==> src/rtl/mem_port_arbiter.sv <==
// mem_port_arbiter
//   Shares one backing memory port between instruction fetch (imem) and the
//   MEM/WB data path (dmem). Each requester sends one-cycle mask pulses. A
//   pulse is captured into that requester's pending register. From IDLE the
//   arbiter issues one pending request on mem_* for a single cycle. It then
//   waits for mem_resp and routes the response to the requester that owns
//   the transaction.
//
// Ports
//   clk, rst                          clock, synchronous active-high reset
//   imem_addr/rmask -> imem_rdata/resp    fetch request / response
//   dmem_addr/rmask/wmask/wdata -> dmem_rdata/resp   data request / response
//   mem_addr/rmask/wmask/wdata -> mem_rdata/resp     backing memory port
//
// Build option
//   MEM_ARB_RR_EN : when defined, a tie between the requesters goes to the
//                   one that was not granted last. The tracking register
//                   resets to imem, so the first tie goes to dmem. When not
//                   defined, dmem always wins over imem.
module mem_port_arbiter (
    input  logic        clk,
    input  logic        rst,
    input  logic [31:0] imem_addr,
    input  logic [3:0]  imem_rmask,
    output logic [31:0] imem_rdata,
    output logic        imem_resp,
    input  logic [31:0] dmem_addr,
    input  logic [3:0]  dmem_rmask,
    input  logic [3:0]  dmem_wmask,
    input  logic [31:0] dmem_wdata,
    output logic [31:0] dmem_rdata,
    output logic        dmem_resp,
    output logic [31:0] mem_addr,
    output logic [3:0]  mem_rmask,
    output logic [3:0]  mem_wmask,
    output logic [31:0] mem_wdata,
    input  logic [31:0] mem_rdata,
    input  logic        mem_resp
);

    localparam logic [1:0] IDLE   = 2'd0;
    localparam logic [1:0] WAIT_I = 2'd1;
    localparam logic [1:0] WAIT_D = 2'd2;

    logic [1:0]  state, state_nxt;

    logic        i_vld;
    logic [31:0] i_addr;
    logic [3:0]  i_rmask;

    logic        d_vld;
    logic [31:0] d_addr;
    logic [3:0]  d_rmask;
    logic [3:0]  d_wmask;
    logic [31:0] d_wdata;

    logic        i_req, d_req;
    logic        i_busy, d_busy;
    logic        i_take, d_take;
    logic        grant_i, grant_d;

    assign i_req = |imem_rmask;
    assign d_req = (|dmem_rmask) || (|dmem_wmask);

    // A requester stays busy until its resp cycle. In the resp cycle it may
    // already send its next request.
    assign i_busy = i_vld || ((state == WAIT_I) && !mem_resp);
    assign d_busy = d_vld || ((state == WAIT_D) && !mem_resp);

    // A request that arrives while the requester is busy is dropped, so the
    // stored copy is left unchanged.
    assign i_take = i_req && !i_busy;
    assign d_take = d_req && !d_busy;

    // A grant lasts only the single issue cycle. Gating it with rst keeps
    // mem_* at zero while reset is held.
`ifdef MEM_ARB_RR_EN
    logic last_d;   // 1: the most recent grant went to dmem

    always_ff @(posedge clk) begin
        if (rst)
            last_d <= 1'b0;
        else if (grant_i || grant_d)
            last_d <= grant_d;
    end

    assign grant_d = !rst && (state == IDLE) && d_vld && (!i_vld || !last_d);
`else
    assign grant_d = !rst && (state == IDLE) && d_vld;
`endif
    assign grant_i = !rst && (state == IDLE) && i_vld && !grant_d;

    // Pending registers. A grant (which needs vld=1) and a capture (which
    // needs vld=0) never happen in the same cycle.
    always_ff @(posedge clk) begin
        if (rst) begin
            i_vld   <= 1'b0;
            i_addr  <= '0;
            i_rmask <= '0;
            d_vld   <= 1'b0;
            d_addr  <= '0;
            d_rmask <= '0;
            d_wmask <= '0;
            d_wdata <= '0;
        end else begin
            if (grant_i) begin
                i_vld <= 1'b0;
            end else if (i_take) begin
                i_vld   <= 1'b1;
                i_addr  <= imem_addr;
                i_rmask <= imem_rmask;
            end
            if (grant_d) begin
                d_vld <= 1'b0;
            end else if (d_take) begin
                d_vld   <= 1'b1;
                d_addr  <= dmem_addr;
                d_rmask <= dmem_rmask;
                d_wmask <= dmem_wmask;
                d_wdata <= dmem_wdata;
            end
        end
    end

    always_comb begin
        state_nxt = state;
        case (state)
            IDLE: begin
                if (grant_d)
                    state_nxt = WAIT_D;
                else if (grant_i)
                    state_nxt = WAIT_I;
            end
            WAIT_I, WAIT_D: begin
                if (mem_resp)
                    state_nxt = IDLE;
            end
            default: state_nxt = IDLE;
        endcase
    end

    always_ff @(posedge clk) begin
        if (rst)
            state <= IDLE;
        else
            state <= state_nxt;
    end

    // Memory side: driven only in the issue cycle, otherwise all zero.
    always_comb begin
        mem_addr  = '0;
        mem_rmask = '0;
        mem_wmask = '0;
        mem_wdata = '0;
        if (grant_d) begin
            mem_addr  = d_addr;
            mem_rmask = d_rmask;
            mem_wmask = d_wmask;
            mem_wdata = d_wdata;
        end else if (grant_i) begin
            mem_addr  = i_addr;
            mem_rmask = i_rmask;
        end
    end

    // The response passes straight through to the owner in the same cycle.
    // A mem_resp seen in IDLE (a stray one) produces nothing.
    assign imem_resp  = !rst && (state == WAIT_I) && mem_resp;
    assign dmem_resp  = !rst && (state == WAIT_D) && mem_resp;
    assign imem_rdata = imem_resp ? mem_rdata : '0;
    assign dmem_rdata = dmem_resp ? mem_rdata : '0;

`ifndef SYNTHESIS
    // Protocol violations are reported but do not stop the run. The
    // arbiter's behaviour when a violation is ignored must stay observable.
    always @(posedge clk) begin
        if (!rst) begin
            assert (!((|dmem_rmask) && (|dmem_wmask)))
                else $warning("mem_port_arbiter: dmem read and write in one cycle");
            assert (!(i_req && i_busy))
                else $warning("mem_port_arbiter: imem request while busy ignored");
            assert (!(d_req && d_busy))
                else $warning("mem_port_arbiter: dmem request while busy ignored");
            assert (!(mem_resp && (state == IDLE)))
                else $warning("mem_port_arbiter: stray mem_resp in IDLE ignored");
        end
    end
`endif

endmodule
==> config.mk <==
export PLATFORM = sky130hd
export DESIGN_NAME = mem_port_arbiter
export DESIGN_NICKNAME = d
export VERILOG_FILES = /design/src/rtl/mem_port_arbiter.sv
export SDC_FILE = /design/constraint.sdc
export NUM_CORES = 1
export LEC_CHECK = 0
export ABC_AREA = 1
export CAP_MARGIN = 30
export CORE_MARGIN = 5
export CORE_UTILIZATION = 44
export CTS_CLUSTER_SIZE = 28
export DETAILED_ROUTE_END_ITERATION = 16
export GPL_ROUTABILITY_DRIVEN = 0
export PLACE_DENSITY = 0.87
export SYNTH_ARGS = -nofsm -noshare
export SYNTH_HDL_FRONTEND = slang
export SYNTH_SLANG_ARGS = --single-unit
==> constraint.sdc <==
create_clock -name clk -period 3.5 [get_ports clk]
set_input_delay 0.7 -clock clk [delete_from_list [all_inputs] [get_ports clk]]
set_output_delay 0.7 -clock clk [all_outputs]
set_load 0.02 [all_outputs]
### Word level (Yosys, flattened, before mapping)

Index checks and enable logic that the tools add are counted.

| word-level totals | value |
|---|---|
| register bits | 112 |
| output and inout port bits | 138 |
| bits of input ports | 143 |
| word-level logic and storage cells | 57 |

| operators by class | value |
|---|---|
| equal/unequal tests | 4 |
| reduce and logical (&&, ||, !) cells | 30 |
| bitwise gates (word level) | 2 |
| muxes and demuxes | 12 |

Operator list:

| kind | count |
|---|---|
| $mux 32 | 5 |
| $logic_and 1x1->1 | 12 |
| $mux 4 | 3 |
| $reduce_or 4->1 | 3 |
| $mux 2 | 3 |
| $reduce_and 2->1 | 3 |
| $reduce_or 2->1 | 3 |
| $logic_not 1->1 | 5 |
| $pmux 2 s2 | 1 |
| $logic_or 1x1->1 | 3 |
| $ne 3x3->1 const B | 1 |
| $eq 2x1->1 const B | 1 |
| $eq 2x2->1 const B | 1 |
| $logic_not 2->1 | 1 |
| $ne 2x2->1 const B | 1 |
| $not 1->1 | 2 |

### Depth between registers and ports, before layout

Gate-level depths: netlist of the first run.

| logic depth | value |
|---|---|
| depth in word-level cells | 8 |
| mapped depth | 9 |
| mapped depth without buffers | 8 |

### Worst setup path after synthesis of the first run

OpenSTA, ideal clock, no wires.

| timing path | value |
|---|---|
| path kind | input to output |
| start | input rst |
| end | output mem_addr[10] |
| arrival time | 1.781 ns |
| slack | 1.019 ns |
| buffers on the path | 1 |
| cell stages on the path | 4 |
| required time | 2.800 ns |
| cells stage by stage | nor2_1 -> nand3_1 -> clkbuf_1 -> o21ai_0 |

| on the way | value |
|---|---|
| cells in the longest elaborated chain, start to end | 7 |
| elaborated cells on any way between the ends | 8 |
| classes of those cells | 2 x mux; 6 x reduce/logical |

RTL lines:

| item | RTL line | source |
|---|---|---|
| from (decl) | 22 | `input logic rst,` |
| $logic_not 1->1 * | 89, 91 |  |
| $logic_and 1x1->1 * | 89, 91 |  |
| $logic_and 1x1->1 | 89 | `assign grant_d = !rst && (state == IDLE) && d_vld;` |
| $logic_not 1->1 | 91 | `assign grant_i = !rst && (state == IDLE) && i_vld && !grant_d;` |
| $logic_and 1x1->1 | 91 |  |
| $mux 32 | 160 | `end else if (grant_i) begin` |
| $mux 32 * | 155 | `if (grant_d) begin` |
| to (decl) | 33 | `output logic [31:0] mem_addr,` |

Mark *: on every way between the ends. The rest lies on a longest branch, timed or not.

### Worst setup path after layout of the first run

| timing path | value |
|---|---|
| start | input rst |
| end | output mem_addr[4] |

The elaborated chain is that of the path after synthesis.

==> results of run 1 <==
[metrics by stage]
stage	hold slack, ns	std cells	power (mW)	area [µm²]
2_1_floorplan	0.425	922	2.57	5600
3_3_place_gp	0.435	1332	3.13	8530
3_5_place_dp	0.443	1332	3.18	8530
4_1_cts	0.453	1348	4.20	8830
5_1_grt	0.476	1349	4.44	8840
6_report	0.452	1349	4.17	8840
[registers in the layout (all words and copies together), names as in the netlist]
register	cells
d_wmask	4
state	2
d_wdata	32
d_vld	1
i_addr	32
i_rmask	4
d_addr	32
i_vld	1
d_rmask	4
[critical path, delay by kind of cell]
family | cells | cell delay (ns)
compound gates | 1 | 0.09
buf+inv | 4 | 1.38
simple gates | 3 | 0.46
[logic make-up after synthesis]
kind of cell / Yosys count / synth area share (%)
and+or+nand+nor: 447 / 31.7
adders and majority gates: 3 / 0.670
AOI/OAI and AO/OA: 118 / 10.8
buffers and inverters: 242 / 16.8
DFF: 112 / 40.0
[layer usage]
layer | vias to the layer above | track usage, % | wire length [µm]
met5 | - | 0 | 0
met4 | 0 | 10.8 | 595
met3 | 36 | 7.24 | 1810
met2 | 239 | 42.7 | 9490
met1 | 2797 | 24.8 | 6790
li1 | 3236 | - | -
[final cells by class]
cell class	count	area share [%]
antenna	1	0.0283
sequential	112	25.4
multi-input combinational	568	27.4
timing repair buffer	294	33.6
inverter	186	7.91
clock buffer	9	2.55
tap	172	2.43
clock inverter	7	0.820
[synthesized netlist by cell type, types with 2 or more instances]
| master | count | area (µm²) |
|---|---|---|
| nor2_1 | 252 | 946 |
| buf_4 | 7 | 52.6 |
| ha_1 | 3 | 37.5 |
| buf_2 | 6 | 30.0 |
| o21ai_0 | 73 | 365 |
| clkbuf_1 | 41 | 154 |
| inv_1 | 183 | 687 |
| a21oi_1 | 41 | 205 |
| dfxtp_1 | 112 | 2240 |
| nand3_1 | 75 | 375 |
| buf_1 | 2 | 7.51 |
| nand2_1 | 119 | 447 |
| inv_2 | 2 | 7.51 |
[report_power, final]
part	switching [mW]	internal (mW)	leakage, nW
Combinational	0.850	0.623	3.17
Sequential	0.130	1.54	0.933
Clock	0.469	0.555	0.141
[timing repair]
| action | CTS | global route |
|---|---|---|
| endpoints found under the setup margin | 0 | 4 |
| hold buffers | 0 | 0 |
| resized for setup | 0 | 4 |
[worst max path at each step]
stage          start  slack (ns)           end  cells past startpoint
6_report         rst        0.15   mem_addr[4]                      8
5_1_grt          rst       0.003   mem_addr[4]                      8
4_1_cts          rst        0.16  mem_addr[11]                      8
3_5_place_dp     rst        0.17  mem_addr[11]                      8
3_3_place_gp     rst        0.22  mem_addr[11]                      8
2_1_floorplan    rst        1.02  mem_addr[10]                      4
==> impl_results.md, run 1 <==
* Routed vias at 6308
* Residual overflow from global routing at 0
* Pin count of the biggest net entering global routing at 78
* Post-synthesis sequential area ratio at 40.0%
* Number of unique standard cell types used by synthesis at 19
* Root buffer selected by CTS: clkbuf_16
* Critical path class: in2out
* Critical R2R Launch: state[0]
* Worst path slowest cell: clkdlybuf4s50_1
* Nature of the critical path startpoint: primary input
* Die area at 0.0151 mm²
* Leakage power figure at 4.24 nW
* Cells along the critical path: clkdlybuf4s50_1 -> nor2_1 -> nand2_1 -> clkinv_1 -> buf_12 -> nand2_1 -> o21ai_0 -> clkdlybuf4s50_1
* Number of maximum-capacitance constraint violations at 0
* H-Tree Depth at 3
* Final period demand of the worst path at 3.35 ns
* Number of antenna violations at the first check in global routing at 1
* Drt initial violations at 292
* Power per cell area at 471 mW/mm²
* F_max at 298 MHz
* Setup TNS at 0 ns
* Final worst-path setup slack at 0.147 ns
* Clk Latency, worst-skew pair at 0.34 ns
* Fin Clk Skew at 0.00621 ns
* Inserted Clock Buffers at 9
* DRT Wirelength at 18700 µm
* Depth of the worst register-to-register path at 8
* Detailed placement HPWL at 14000 µm
* Initial Util at 44.6%
* Count of nets after finishing at 1317
* Fill cell instance count of the final layout at 1078
* Maximum net fanout on the critical path at 36
* Count of flip-flops with a built-in enable after synthesis at 0
* Die boundary width at 123 µm
* Final number of max-transition violations at 0
* Synth Flop Type: dfxtp_1
* IR Drop Worst-Case VDD at 0.000293 V
* Placement Rows at 41
* First-pass GRT wire length at 28100 µm
* Footprint of the multi-input gates at 0.00242 mm²
* Sink Count at 112
* Endpoints failing hold at 0
* Stage delay of the slowest cell on the critical path at 0.65 ns
* Routed length per instance at 13.9 µm
* Core Box Area at 0.0126 mm²
* Cells after synthesis at 922
* Maximum buffer depth of the clock tree at 2
* Clock-pin transition on the worst setup and hold timing paths at 0.07 ns
* Hold Path Origin: i_addr[3]
* Post-placement setup slack at 0.167 ns
* Setup slack of the most critical reg-to-reg path at 1.51 ns
* Ys Warns at 0
* Post-synth net total at 1068
* Number of design rule violations left after detail routing at 0
* Data arrival, critical path at 2.65 ns
* Area growth from synthesis to final layout at 57.9%
* Number of setup buffers added after CTS at 0
* Portion of the clock cycle consumed by the worst path in the final layout at 95.8%
* Yosys reg bits at 112
* TritonRoute pass-1 iters at 5
* I/O pin cnt at 281
* Required time of the critical path at 2.80 ns
* TritonCTS clock tree: built
* HP Class: reg2reg
* Status: completed
* Post-Synthesis Mean Instance Area at 6.08 µm²
* Reg-to-reg critical path endpoint: d_addr[24]
* Count of input and output buffers at 280
* Commonest non-fill, non-tap cells in the layout: 276 x clkdlybuf4s50_1, 252 x nor2_1, 182 x inv_1, 118 x nand2_1, 112 x dfxtp_1
* RSZ-0062 raised after global routing: no
* End point of the most critical hold path: i_addr[3]
* Overall fraction of global-route tracks in use at 23.6%
* Worst Hold Depth at 2
* Kind of end point of the critical path: primary output
* Antenna viol nets, final at 0
* Vias in the first global route at 5718
* Max-slew headroom at the worst pin at 47.9%
* Most common cell after layout, fill and taps aside: clkdlybuf4s50_1
* Share of synthesized flip-flops with an asynchronous set or reset at 0%
* Actual slew at the worst max-slew pin at 0.781 ns
* Fraction of layout instances using a drive strength above 1 at 2.98%
* Post-synthesis instance area at 0.00560 mm²
* Util after Layout at 70.4%
* # setup viols final at 0
* Post-detailed-route via-to-cell ratio at 4.68
* Sequential standard cell area at 0.00224 mm²
* Chip height at 123 µm
Power figures use the tool's default switching activity.
==> inputs of run 2 (changes only) <==
Settings changed: SKIP_CTS_REPAIR_TIMING set to 1.
==> results of run 2 <==
Same layout as run 1: the final DEF is identical, and so are final timing and power.
